<file path="src/rtl/des_key_bank.sv">
// -----------------------------------------------------------------------------
// des_key_bank
//
// Holds the DES / 3DES key schedule inputs as a bank of 64-bit keys. Each key is
// loaded as two 32-bit words, low word first. The bank sits between the bus
// register decode (wr/data) and the DES datapath (q_all).
//
// Per-byte parity handling is chosen at build time by PARITY_MODE:
//   0 : bit0 of every byte is forced to 0
//   1 : bytes stored as written; a byte with even parity flags par_err
//   2 : bit0 of every byte is regenerated as odd parity over bits [7:1]
//
// In 2-key 3DES (key2_mode, three-key build only), key 2 mirrors key 0 and only
// four words are loaded. The storage for key 2 is left untouched, so dropping
// back to 3-key mode shows whatever was previously loaded there.
//
// Ports
//   hclk       in   1            clock, rising edge
//   hreset     in   1            synchronous active-high reset
//   zeroize    in   1            clear key words, write pointer and status
//   clr        in   1            clear write pointer and status, keep key words
//   key2_mode  in   1            2-key 3DES select (three-key build only)
//   wr         in   1            write strobe, one word per cycle
//   data       in   32           key word
//   q_all      out  64*NUM_KEYS  key i on [64*i+63:64*i]
//   key_valid  out  NUM_KEYS     both words of key i captured since last clear
//   all_valid  out  1            every key valid
//   par_err    out  NUM_KEYS     sticky even-parity byte seen in key i
//   ovf        out  1            sticky write received while bank full
// -----------------------------------------------------------------------------
module des_key_bank #(
  parameter int NUM_KEYS    = 3,
  parameter int PARITY_MODE = 0
) (
  input  logic                    hclk,
  input  logic                    hreset,
  input  logic                    zeroize,
  input  logic                    clr,
  input  logic                    key2_mode,
  input  logic                    wr,
  input  logic [31:0]             data,
  output logic [64*NUM_KEYS-1:0]  q_all,
  output logic [NUM_KEYS-1:0]     key_valid,
  output logic                    all_valid,
  output logic [NUM_KEYS-1:0]     par_err,
  output logic                    ovf
);

  localparam int NUM_WORDS = 2 * NUM_KEYS;
  // Pointer must be able to hold NUM_WORDS itself (the "full" value).
  localparam int PW        = $clog2(NUM_WORDS + 1);

  localparam logic [PW-1:0] LIMIT_FULL = PW'(NUM_WORDS);
  localparam logic [PW-1:0] LIMIT_2KEY = PW'(4);

  logic [31:0]         words [NUM_WORDS];
  logic [PW-1:0]       wr_ptr;
  logic [NUM_KEYS-1:0] kv_q;
  logic [NUM_KEYS-1:0] par_err_q;
  logic                ovf_q;

  logic                key2_eff;
  logic [PW-1:0]       limit;
  logic                accept;
  logic [31:0]         data_fixed;
  logic                byte_even;

  // key2_mode only means something when there is a third key to mirror.
  assign key2_eff = (NUM_KEYS == 3) && key2_mode;
  assign limit    = key2_eff ? LIMIT_2KEY : LIMIT_FULL;
  assign accept   = wr && (wr_ptr < limit);

  // Parity transform applied to the incoming word before storage.
  always_comb begin
    data_fixed = data;
    byte_even  = 1'b0;
    for (int b = 0; b < 4; b++) begin
      case (PARITY_MODE)
        0:       data_fixed[8*b +: 8] = {data[8*b+1 +: 7], 1'b0};
        2:       data_fixed[8*b +: 8] = {data[8*b+1 +: 7], ~^data[8*b+1 +: 7]};
        default: data_fixed[8*b +: 8] = data[8*b +: 8];
      endcase
      if (~^data[8*b +: 8]) begin
        byte_even = 1'b1;
      end
    end
    if (PARITY_MODE != 1) begin
      byte_even = 1'b0;
    end
  end

  always_ff @(posedge hclk) begin
    if (hreset || zeroize) begin
      for (int i = 0; i < NUM_WORDS; i++) begin
        words[i] <= 32'h0;
      end
      wr_ptr    <= '0;
      kv_q      <= '0;
      par_err_q <= '0;
      ovf_q     <= 1'b0;
    end else if (clr) begin
      wr_ptr    <= '0;
      kv_q      <= '0;
      par_err_q <= '0;
      ovf_q     <= 1'b0;
    end else if (wr) begin
      if (accept) begin
        for (int i = 0; i < NUM_WORDS; i++) begin
          if (wr_ptr == PW'(i)) begin
            words[i] <= data_fixed;
          end
        end
        for (int k = 0; k < NUM_KEYS; k++) begin
          // High word of key k completes it.
          if (wr_ptr == PW'(2 * k + 1)) begin
            kv_q[k] <= 1'b1;
          end
          if (byte_even && (wr_ptr >> 1) == PW'(k)) begin
            par_err_q[k] <= 1'b1;
          end
        end
        wr_ptr <= wr_ptr + PW'(1);
      end else begin
        // Pointer at (or, after a key2_mode change, beyond) the limit.
        ovf_q <= 1'b1;
      end
    end
  end

  generate
    for (genvar k = 0; k < NUM_KEYS; k++) begin : g_key
      if (k == 2) begin : g_mirror
        assign q_all[64*k +: 64] = key2_eff ? {words[1], words[0]}
                                            : {words[2*k+1], words[2*k]};
        assign key_valid[k]      = key2_eff ? kv_q[0] : kv_q[k];
      end else begin : g_plain
        assign q_all[64*k +: 64] = {words[2*k+1], words[2*k]};
        assign key_valid[k]      = kv_q[k];
      end
    end
  endgenerate

  assign all_valid = &key_valid;
  assign par_err   = par_err_q;
  assign ovf       = ovf_q;

endmodule

</file>
<file path="config.mk">
export PLATFORM = sky130hd
export DESIGN_NAME = des_key_bank
export DESIGN_NICKNAME = d
export VERILOG_FILES = /design/src/rtl/des_key_bank.sv
export SDC_FILE = /design/constraint.sdc
export NUM_CORES = 1
export LEC_CHECK = 0
export ABC_AREA = 1
export CAP_MARGIN = 25
export CORE_MARGIN = 8
export CORE_UTILIZATION = 57
export DETAILED_ROUTE_END_ITERATION = 10
export DONT_BUFFER_PORTS = 1
export GPL_ROUTABILITY_DRIVEN = 1
export PLACE_DENSITY = 0.8
export SLEW_MARGIN = 0
export SYNTH_ARGS = -nofsm -noshare
export SYNTH_HDL_FRONTEND = slang
export SYNTH_SLANG_ARGS = --single-unit
</file>
<file path="constraint.sdc">
create_clock -name hclk -period 3.9 [get_ports hclk]
set_input_delay 0.78 -clock hclk [delete_from_list [all_inputs] [get_ports hclk]]
set_output_delay 0.78 -clock hclk [all_outputs]
set_load 0.01 [all_outputs]
</file>
==> results.toml, run 1 <==
[outcome]
status = "finished, final reports clean"

[sta]
timing.hold.ws_ns = 0.4729
setup_tns_ns = 0
finalClockSkew_ns = 0.006169
period_minus_slack_ns = 2.614
slew-limit-headroom_pct = 32.03
hold_viol = 0
clock.fmax_mhz = 382.5
drv_slew = 0
finalSetupViolations = 0
rsz0062_at_grt = "no"
worst_pin_slew_ns = 1.017
post-route-period-util_pct = 67.03

[synth]
ys_ff_latch = 175
syn_area_sq_um = 7452
synth.distinct_cells = 28
yosys.area_share.adder_pct = 0.8395
synth_mux_area_share_pct = 0
yosysWarnings = 0
syn_avg_cell_area_sq_um = 11.24
synth_top_area_share_pct = 67.70
ys_seq_area_share_pct = 69.58
synth-simple-area-share_pct = 21.02
synthCells = 663
synth_area_leaders = "edfxtp_1 (68%), nand2_1 (8.9%), nor2_1 (5.4%)"
synth_xor_area_share_pct = 0
synth_compound_area_share_pct = 0.9906
yosys.area.top_type = "edfxtp_1"
synth_top_family_by_area = "simple AND/OR/NAND/NOR gates"

[setup_path]
rr_startpoint = "wr_ptr[1]"
critPathMaxStageDelay_ns = 0.67
critPathBufInv = 1
cp.arrival_ns = 1.83
rr_worst_depth = 7
ff2ff_setup_slack_ns = 1.78
path_common_cell = "nand2_1"
worst-setup-path-type = "in -> out"
crit_required_ns = 3.12
endpoint_kind = "output port"
worst-path-max-fanout = 61
crit_family = "buffers and inverters"
reg2reg_to = "words[1][2]"
cp-start-kind = "input port"
crit_path_top_delay_cell = "inv_2"
cp_cell_sequence = "inv_2, nand2_1, nand2_1"
critPathLaunch = "key2_mode"

[finish]
layout_common_cells = "nand2_1 (176), edfxtp_1 (168), nor2_1 (107)"
fin_nets = 697
synthToLayoutAreaGrowth_pct = 9.788
antenna_cells_inserted = 0
final_common_cell = "nand2_1"
drive_above_1_share_pct = 9.459

[clock_network]
cts_resized = 0
cts_hold_buf = 0
clock_latency_ns = 0.43
root_buffer = "clkbuf_16"
cts_buffers = 17
clockBufferDepth = 2
clkTransAtPathRegs_ns = 0.06
cts_tree = "done"
htreeDepth = 4
cts_setup_buffers = 0
cts.sinks = 175

[detailed_routing]
drt-total-wl_mm = 18.70
drtPass1Iterations = 6
num_vias = 4741
drc = 0
drtAntennaViolNets = 0
initialDrtViolationCount = 555
wl_per_cell_microns = 22.31
via_per_inst = 5.658

[power_and_ir_drop]
max-vdd-ir-drop_uv = 318.2
clockPowerShare_pct = 42.6
p_sw_share_pct = 21.66
power.density_nw_per_um2 = 514.8
p_int_mw = 3.300
p_comb_share_pct = 5.0
p_leak_nw = 3.425
p_seq_share_pct = 52.4
p_switching_uw = 912.4

[floorplan]
num_rows = 41
die_area_sq_um = 16990
pin_count = 238
initial_utilization_pct = 58.81
core-area_sq_um = 12670
die_y_microns = 130.3
die_x_microns = 130.3

[flow_run]
cap_violations = 0

[hold_path]
hp-class = "reg -> reg"
hp-start = "kv_q[2]"
min_to = "kv_q[2]"
holdPathStages = 2

[global_route]
grt_usage_pct = 21.94
grt_pass1_vias = 4613
antenna_found_initial = 0
grt_pass1_wl_mm = 26.94
overflow = 0
grt_max_degree = 62

[placed_design]
io_buffers = 0
hpwl_mm = 12.12
place_congestion = 0.8339
-- layout make-up --
class / count / area, sq um
Multi-Input combinational cell: 409 / 1849
Clock inverter: 13 / 195.2
Fill cell: 944 / 4489
Tap cell: 172 / 215.2
Clock buffer: 18 / 429.2
Timing Repair Buffer: 11 / 155.1
Sequential cell: 175 / 5185
Inverter: 40 / 152.6
-- worst max-delay path by stage --
stage | to | slack (ns) | cells past startpoint
after floorplan | words[5][0] | 0.06 | 5
after global placement | q_all[133] | 1.35 | 3
after detailed placement | q_all[182] | 1.29 | 3
after CTS | q_all[158] | 1.29 | 3
after global routing | q_all[150] | 1.13 | 3
final | q_all[158] | 1.29 | 3
-- power groups by stage --
stage               Sequential [mW]  Clock (mW)  Combinational (mW)
global route                   2.22        1.89               0.228
CTS                            2.21        1.81               0.197
global placement               2.25           0               0.189
floorplan                      2.23           0               0.170
finish                         2.21        1.80               0.209
detailed placement             2.25           0               0.196
-- flip-flops by register name, indices dropped and copies added (netlist names) --
register,count
wr_ptr,3
ovf,1
kv_q,3
words,168
-- cell usage after synthesis --
cell and count:
nand2_1 176, edfxtp_1 168, nor2_1 107, nor3_1 57
inv_1 37, buf_4 31, buf_2 19, nor2_4 12
clkbuf_1 9, dfxtp_1 7, a21oi_1 6, nand3_1 6
ha_1 5, buf_1 4, o21ai_0 4, nand2_2 2
nand4_2 2, buf_12 1, buf_6 1, clkinv_1 1
conb_1 1, inv_2 1, inv_4 1, nand3_2 1
nand4_1 1, o21ai_1 1, o21ai_2 1, o21ba_2 1
-- per-stage QoR --
step                      worst slack, ns  instance area (sq um)  std cells  util, %  power [mW]
after floorplan                   0.05877                   7550        689        -       2.403
after global placement              1.354                   7455        803    58.83       2.436
after detailed placement            1.292                   7455        803    58.83       2.447
after CTS                           1.286                   8079        834    63.76       4.215
after global routing                1.135                   8182        838    64.57       4.330
final                               1.286                   8182        838    64.57       4.212
-- metal layers --
metal / track usage (%) / vias up / part of all wire [%]
met5: 0 / - / 0
met4: 8.373 / 0 / 1.7
met3: 8.446 / 30 / 13
met2: 37.26 / 287 / 51
met1: 24.60 / 2301 / 35
li1: - / 2123 / -
-- logic make-up (layout without fill, tap and decap cells) --
family | after synthesis | count (layout)
flip-flops | 175 | 175
other | 1 | 27
adder cells (fa/ha/maj) | 5 | 5
buffers and inverters | 105 | 82
AO/OA/AOI/OAI | 13 | 13
AND/OR/NAND/NOR | 364 | 364
-- tightest hold or removal path: cells and delay by family (launching register included) --
kind                   cells  cell delay, ns
AO/OA/AOI/OAI              1            0.06
buffers and inverters      1            0.06
flip-flops                 1            0.31
No activity file was read; power rests on OpenSTA's default activity.
==> run 2, diff against run 1 <==
--- a/config.mk
+++ b/config.mk
@@ -8,11 +8,11 @@
 export ABC_AREA = 1
 export CAP_MARGIN = 25
 export CORE_MARGIN = 8
-export CORE_UTILIZATION = 57
+export CORE_UTILIZATION = 63
 export DETAILED_ROUTE_END_ITERATION = 10
 export DONT_BUFFER_PORTS = 1
 export GPL_ROUTABILITY_DRIVEN = 1
-export PLACE_DENSITY = 0.8
+export PLACE_DENSITY = 0.84
 export SLEW_MARGIN = 0
 export SYNTH_ARGS = -nofsm -noshare
 export SYNTH_HDL_FRONTEND = slang
==> constraint.sdc (replaced) <==
create_clock -name hclk -period 2.55 [get_ports hclk]
set_input_delay 0.51 -clock hclk [delete_from_list [all_inputs] [get_ports hclk]]
set_output_delay 0.51 -clock hclk [all_outputs]
set_load 0.01 [all_outputs]
==> results.toml, run 2 (synthesis results as in run 1) <==
[outcome]
status = "finished, final reports clean"

[placed_design]
io_buffers = 0
dpl_cell_area_sq_um = 7551
place_congestion = 0.8132
hpwl_mm = 12.59
dp.cells = 785

[setup_path]
crit_required_ns = 2.69
worst-path-max-fanout = 28
worst-setup-path-type = "reg -> reg"
critPathLaunch = "wr_ptr[1]"
cp.arrival_ns = 2.15
ff2ff_setup_slack_ns = 0.54
critPathCapture = "words[4][21]"
endpoint_kind = "register"
rr_worst_depth = 6
cp-start-kind = "register"
rr_startpoint = "wr_ptr[1]"
reg2reg_to = "words[4][21]"

[detailed_routing]
wl_per_cell_microns = 22.57
initialDrtViolationCount = 487
drt-total-wl_mm = 18.42
drtPass1Iterations = 5
drc = 0
num_vias = 4811
via_per_inst = 5.896
drtAntennaViolNets = 0

[finish]
largest_reg_flops = 168
regArea_sq_um = 5185
top_regs = "words x168, kv_q x3, wr_ptr x3"
final_common_cell = "nand2_1"
fill_cells = 769
drive_above_1_share_pct = 10.55
final_area_sq_um = 8130
antenna_cells_inserted = 0
synthToLayoutAreaGrowth_pct = 9.100
fin_util_pct = 70.90
largest_register = "words"
fin_nets = 704
stdcell_count = 816
layout_common_cells = "nand2_1 (176), edfxtp_1 (168), nor2_1 (107)"
multi_input_area_sq_um = 1849

[floorplan]
die_area_sq_um = 15570
num_rows = 39
initial_utilization_pct = 64.99
die_x_microns = 124.8
core-area_sq_um = 11470
pin_count = 238
die_y_microns = 124.8

[sta]
rsz0062_at_grt = "no"
finalClockSkew_ns = 0.009093
clock.fmax_mhz = 496.8
setup_tns_ns = 0
post-route-period-util_pct = 78.94
finalSetupViolations = 0
timing.hold.ws_ns = 0.2553
period_minus_slack_ns = 2.013
slew-limit-headroom_pct = 37.74
hold_viol = 0
drv_slew = 0
worst_pin_slew_ns = 0.9318

[clock_network]
clkTransAtPathRegs_ns = 0.06
cts_setup_buffers = 0
cts.sinks = 175
clockBufferDepth = 2
root_buffer = "clkbuf_16"
cts_hold_buf = 0
cts_tree = "done"
htreeDepth = 4
cts_resized = 0
clock_latency_ns = 0.43
cts_buffers = 17

[global_route]
grt_pass1_wl_mm = 27.63
grt_usage_pct = 23.05
grt_max_degree = 62
grt_pass1_vias = 4805
overflow = 0
antenna_found_initial = 0

[hold_path]
hp-class = "in -> reg"
holdPathStages = 2

[power_and_ir_drop]
p_leak_nw = 3.416
power.density_nw_per_um2 = 768.9
max-vdd-ir-drop_uv = 591.4

[flow_run]
cap_violations = 0
==> run 2: worst max-delay path, stage by stage, from the launching register on <==
cell     delay, ns
dfxtp_1       0.43
inv_1         0.10
ha_1          0.22
nand2_1       0.22
nor2_1        0.10
nand2_2       0.51
nor2_1        0.13
==> run 2: cell type report <==
cell class | instances | share of cell area (%)
timing repair buffer | 18 | 2.278
sequential | 175 | 63.77
clock inverter | 11 | 1.754
tap | 143 | 2.201
multi-input combinational | 409 | 22.75
clock buffer | 20 | 5.371
inverter | 40 | 1.877
==> run 2: how the worst min path moves through the flow <==
stage	start	to	slack (ns)
final	wr	wr_ptr[1]	0.26
after global placement	kv_q[2]	kv_q[2]	0.44
after global routing	wr	wr_ptr[0]	0.26
after detailed placement	kv_q[2]	kv_q[2]	0.45
after floorplan	kv_q[2]	kv_q[2]	0.43
after CTS	wr	wr_ptr[1]	0.25
==> run 2: layer usage <==
metal  part of all wire [%]  wire length, microns  vias to the layer above  GRT usage (%)
met5                      0                     0                        -              0
met4                    2.2                   410                        0          9.213
met3                     13                  2338                       40          10.17
met2                     51                  9423                      292          39.11
met1                     34                  6246                     2349          24.69
li1                       -                     -                     2130              -
==> run 2: per-stage QoR <==
step	power, mW	setup WS, ns
detailed placement	3.757	0.3841
finish	6.251	0.5371
floorplan	3.674	0.2329
CTS	6.268	0.5948
global placement	3.741	0.4910
global route	6.398	0.4586
==> run 2: power by group <==
| part | total [mW] | switching (mW) | internal (mW) | leakage [nW] |
|---|---|---|---|---|
| sequential | 3.38 | 0.110 | 3.27 | 1.93 |
| combinational | 0.318 | 0.258 | 0.0605 | 1.21 |
| clock | 2.56 | 1.03 | 1.53 | 0.270 |
==> run 3, diff against run 2 <==
--- a/config.mk
+++ b/config.mk
@@ -8,11 +8,11 @@
 export ABC_AREA = 1
 export CAP_MARGIN = 25
 export CORE_MARGIN = 8
-export CORE_UTILIZATION = 63
+export CORE_UTILIZATION = 57
 export DETAILED_ROUTE_END_ITERATION = 10
 export DONT_BUFFER_PORTS = 1
 export GPL_ROUTABILITY_DRIVEN = 1
-export PLACE_DENSITY = 0.84
+export PLACE_DENSITY = 0.8
 export SLEW_MARGIN = 0
 export SYNTH_ARGS = -nofsm -noshare
 export SYNTH_HDL_FRONTEND = slang
==> constraint.sdc (replaced) <==
create_clock -name hclk -period 1.6 [get_ports hclk]
set_input_delay 0.32 -clock hclk [delete_from_list [all_inputs] [get_ports hclk]]
set_output_delay 0.32 -clock hclk [all_outputs]
set_load 0.01 [all_outputs]
==> results.toml, run 3 (synthesis results as in run 1) <==
[sta]
finalSetupViolations = 0
post-route-period-util_pct = 97.74
setup_tns_ns = 0
drv_slew = 0
period_minus_slack_ns = 1.564
hold_viol = 0
finalClockSkew_ns = 0.009408
clock.fmax_mhz = 639.4

[placed_design]
dp.cells = 826
io_buffers = 0
hpwl_mm = 13.07
dpl_cell_area_sq_um = 7871
place_congestion = 0.7909

[detailed_routing]
via_per_inst = 5.602
dr_wl_met3_mm = 2.401
drtPass1Iterations = 5
drtAntennaViolNets = 0
initialDrtViolationCount = 452
drt-total-wl_mm = 19.05
wl_per_cell_microns = 22.15
num_vias = 4818
wl_met2_mm = 9.572
highest-signal-layer = "met4"
wirelength_met1_mm = 6.734
drc = 0

[setup_path]
worst-path-max-fanout = 7
endpoint_kind = "register"
cp.arrival_ns = 1.70
crit_path_top_delay_cell = "dfxtp_4"
worst-setup-path-type = "reg -> reg"
cp-start-kind = "register"
crit_required_ns = 1.74
critPathBufInv = 2
cp_cell_sequence = "inv_2, ha_4, nand4_1, o21ai_4, clkbuf_16"
crit_family = "flip-flops"
critPathMaxStageDelay_ns = 0.37

[clock_network]
root_buffer = "clkbuf_16"
clockBufferDepth = 2
cts.sinks = 175
clkTransAtPathRegs_ns = 0.07
cts_hold_buf = 0
clock_latency_ns = 0.42
htreeDepth = 4
cts_tree = "done"
cts_buffers = 17

[outcome]
status = "finished, final reports clean"

[finish]
drive_above_1_share_pct = 14.68
antenna_cells_inserted = 0
final_area_sq_um = 8541
regArea_sq_um = 5191
largest_reg_flops = 168
synthToLayoutAreaGrowth_pct = 14.61
layout_common_cells = "nand2_1 (173), edfxtp_1 (168), nor2_1 (107)"
largest_register = "words"
fin_nets = 718
multi_input_area_sq_um = 1894
final_common_cell = "nand2_1"
fill_cells = 892
stdcell_count = 860
top_regs = "words x168, kv_q x3, wr_ptr x3"
fin_util_pct = 67.40

[floorplan]
pin_count = 238
die_area_sq_um = 16990
die_y_microns = 130.3
die_x_microns = 130.3
core-area_sq_um = 12670
initial_utilization_pct = 58.81
num_rows = 41

[global_route]
antenna_found_initial = 0
grt_pass1_vias = 4825
grt_max_degree = 64
grt_pass1_wl_mm = 27.21
overflow = 0
grt_usage_pct = 21.94

[hold_path]
hp-class = "in -> reg"

[power_and_ir_drop]
power.density_nw_per_um2 = 1193
p_leak_nw = 3.594
max-vdd-ir-drop_uv = 910.3

[flow_run]
cap_violations = 0
run 3: cell types whose count changed in the layout (fill, tap and decap cells not counted), moves of 2 or more:
cell	before	now
buf_6	0	2
clkbuf_1	3	0
dfxtp_1	7	4
nand2_2	2	4
ha_1	5	3
inv_6	0	4
buf_12	4	17
nand2_1	176	173
clkinvlp_4	4	2
buf_4	14	12
dfxtp_2	0	2
run 3: layout make-up:
type / instances / area share [%]
sequential: 175 / 60.78
multi-input combinational: 409 / 22.18
timing repair buffer: 32 / 5.596
clock buffer: 17 / 4.981
tap: 172 / 2.520
clock inverter: 15 / 2.154
inverter: 40 / 1.787
run 3: stage by stage:
| step | power, mW | hold slack, ns | setup WS [ns] |
|---|---|---|---|
| final | 10.19 | 0.05786 | 0.03614 |
| after global routing | 10.48 | 0.06202 | -0.005218 |
| after CTS | 10.21 | 0.04087 | 0.01486 |
| after detailed placement | 6.035 | 0.4466 | 0.04456 |
| after global placement | 6.013 | 0.4435 | 0.08492 |
| after floorplan | 5.866 | 0.4304 | -0.2163 |
run 3: repair_timing:
item,CTS,global route
gates resized for setup,1,7
pin swaps,0,2
cloned,0,1
endpoints found under the setup margin,1,90
setup buffers,0,1
run 3: final timing paths:
check | from | end | slack, ns | depth (start not counted)
max | wr_ptr[1] | words[5][6] | 0.04 | 5
max reg2reg | wr_ptr[1] | words[5][6] | 0.04 | 5
min | wr | wr_ptr[1] | 0.06 | 2
min reg2reg | kv_q[2] | kv_q[2] | 0.46 | 2
run 3: where the power goes:
group / internal (mW) / switching, mW / leakage (nW)
Combinational: 0.142 / 0.423 / 1.36
Clock: 2.48 / 1.76 / 0.296
Sequential: 5.20 / 0.178 / 1.94
run 3: routing by layer:
metal | GRT usage [%] | vias up
met5 | 0 | -
met4 | 8.238 | 0
met3 | 8.813 | 26
met2 | 37.39 | 294
met1 | 24.31 | 2333
li1 | - | 2165
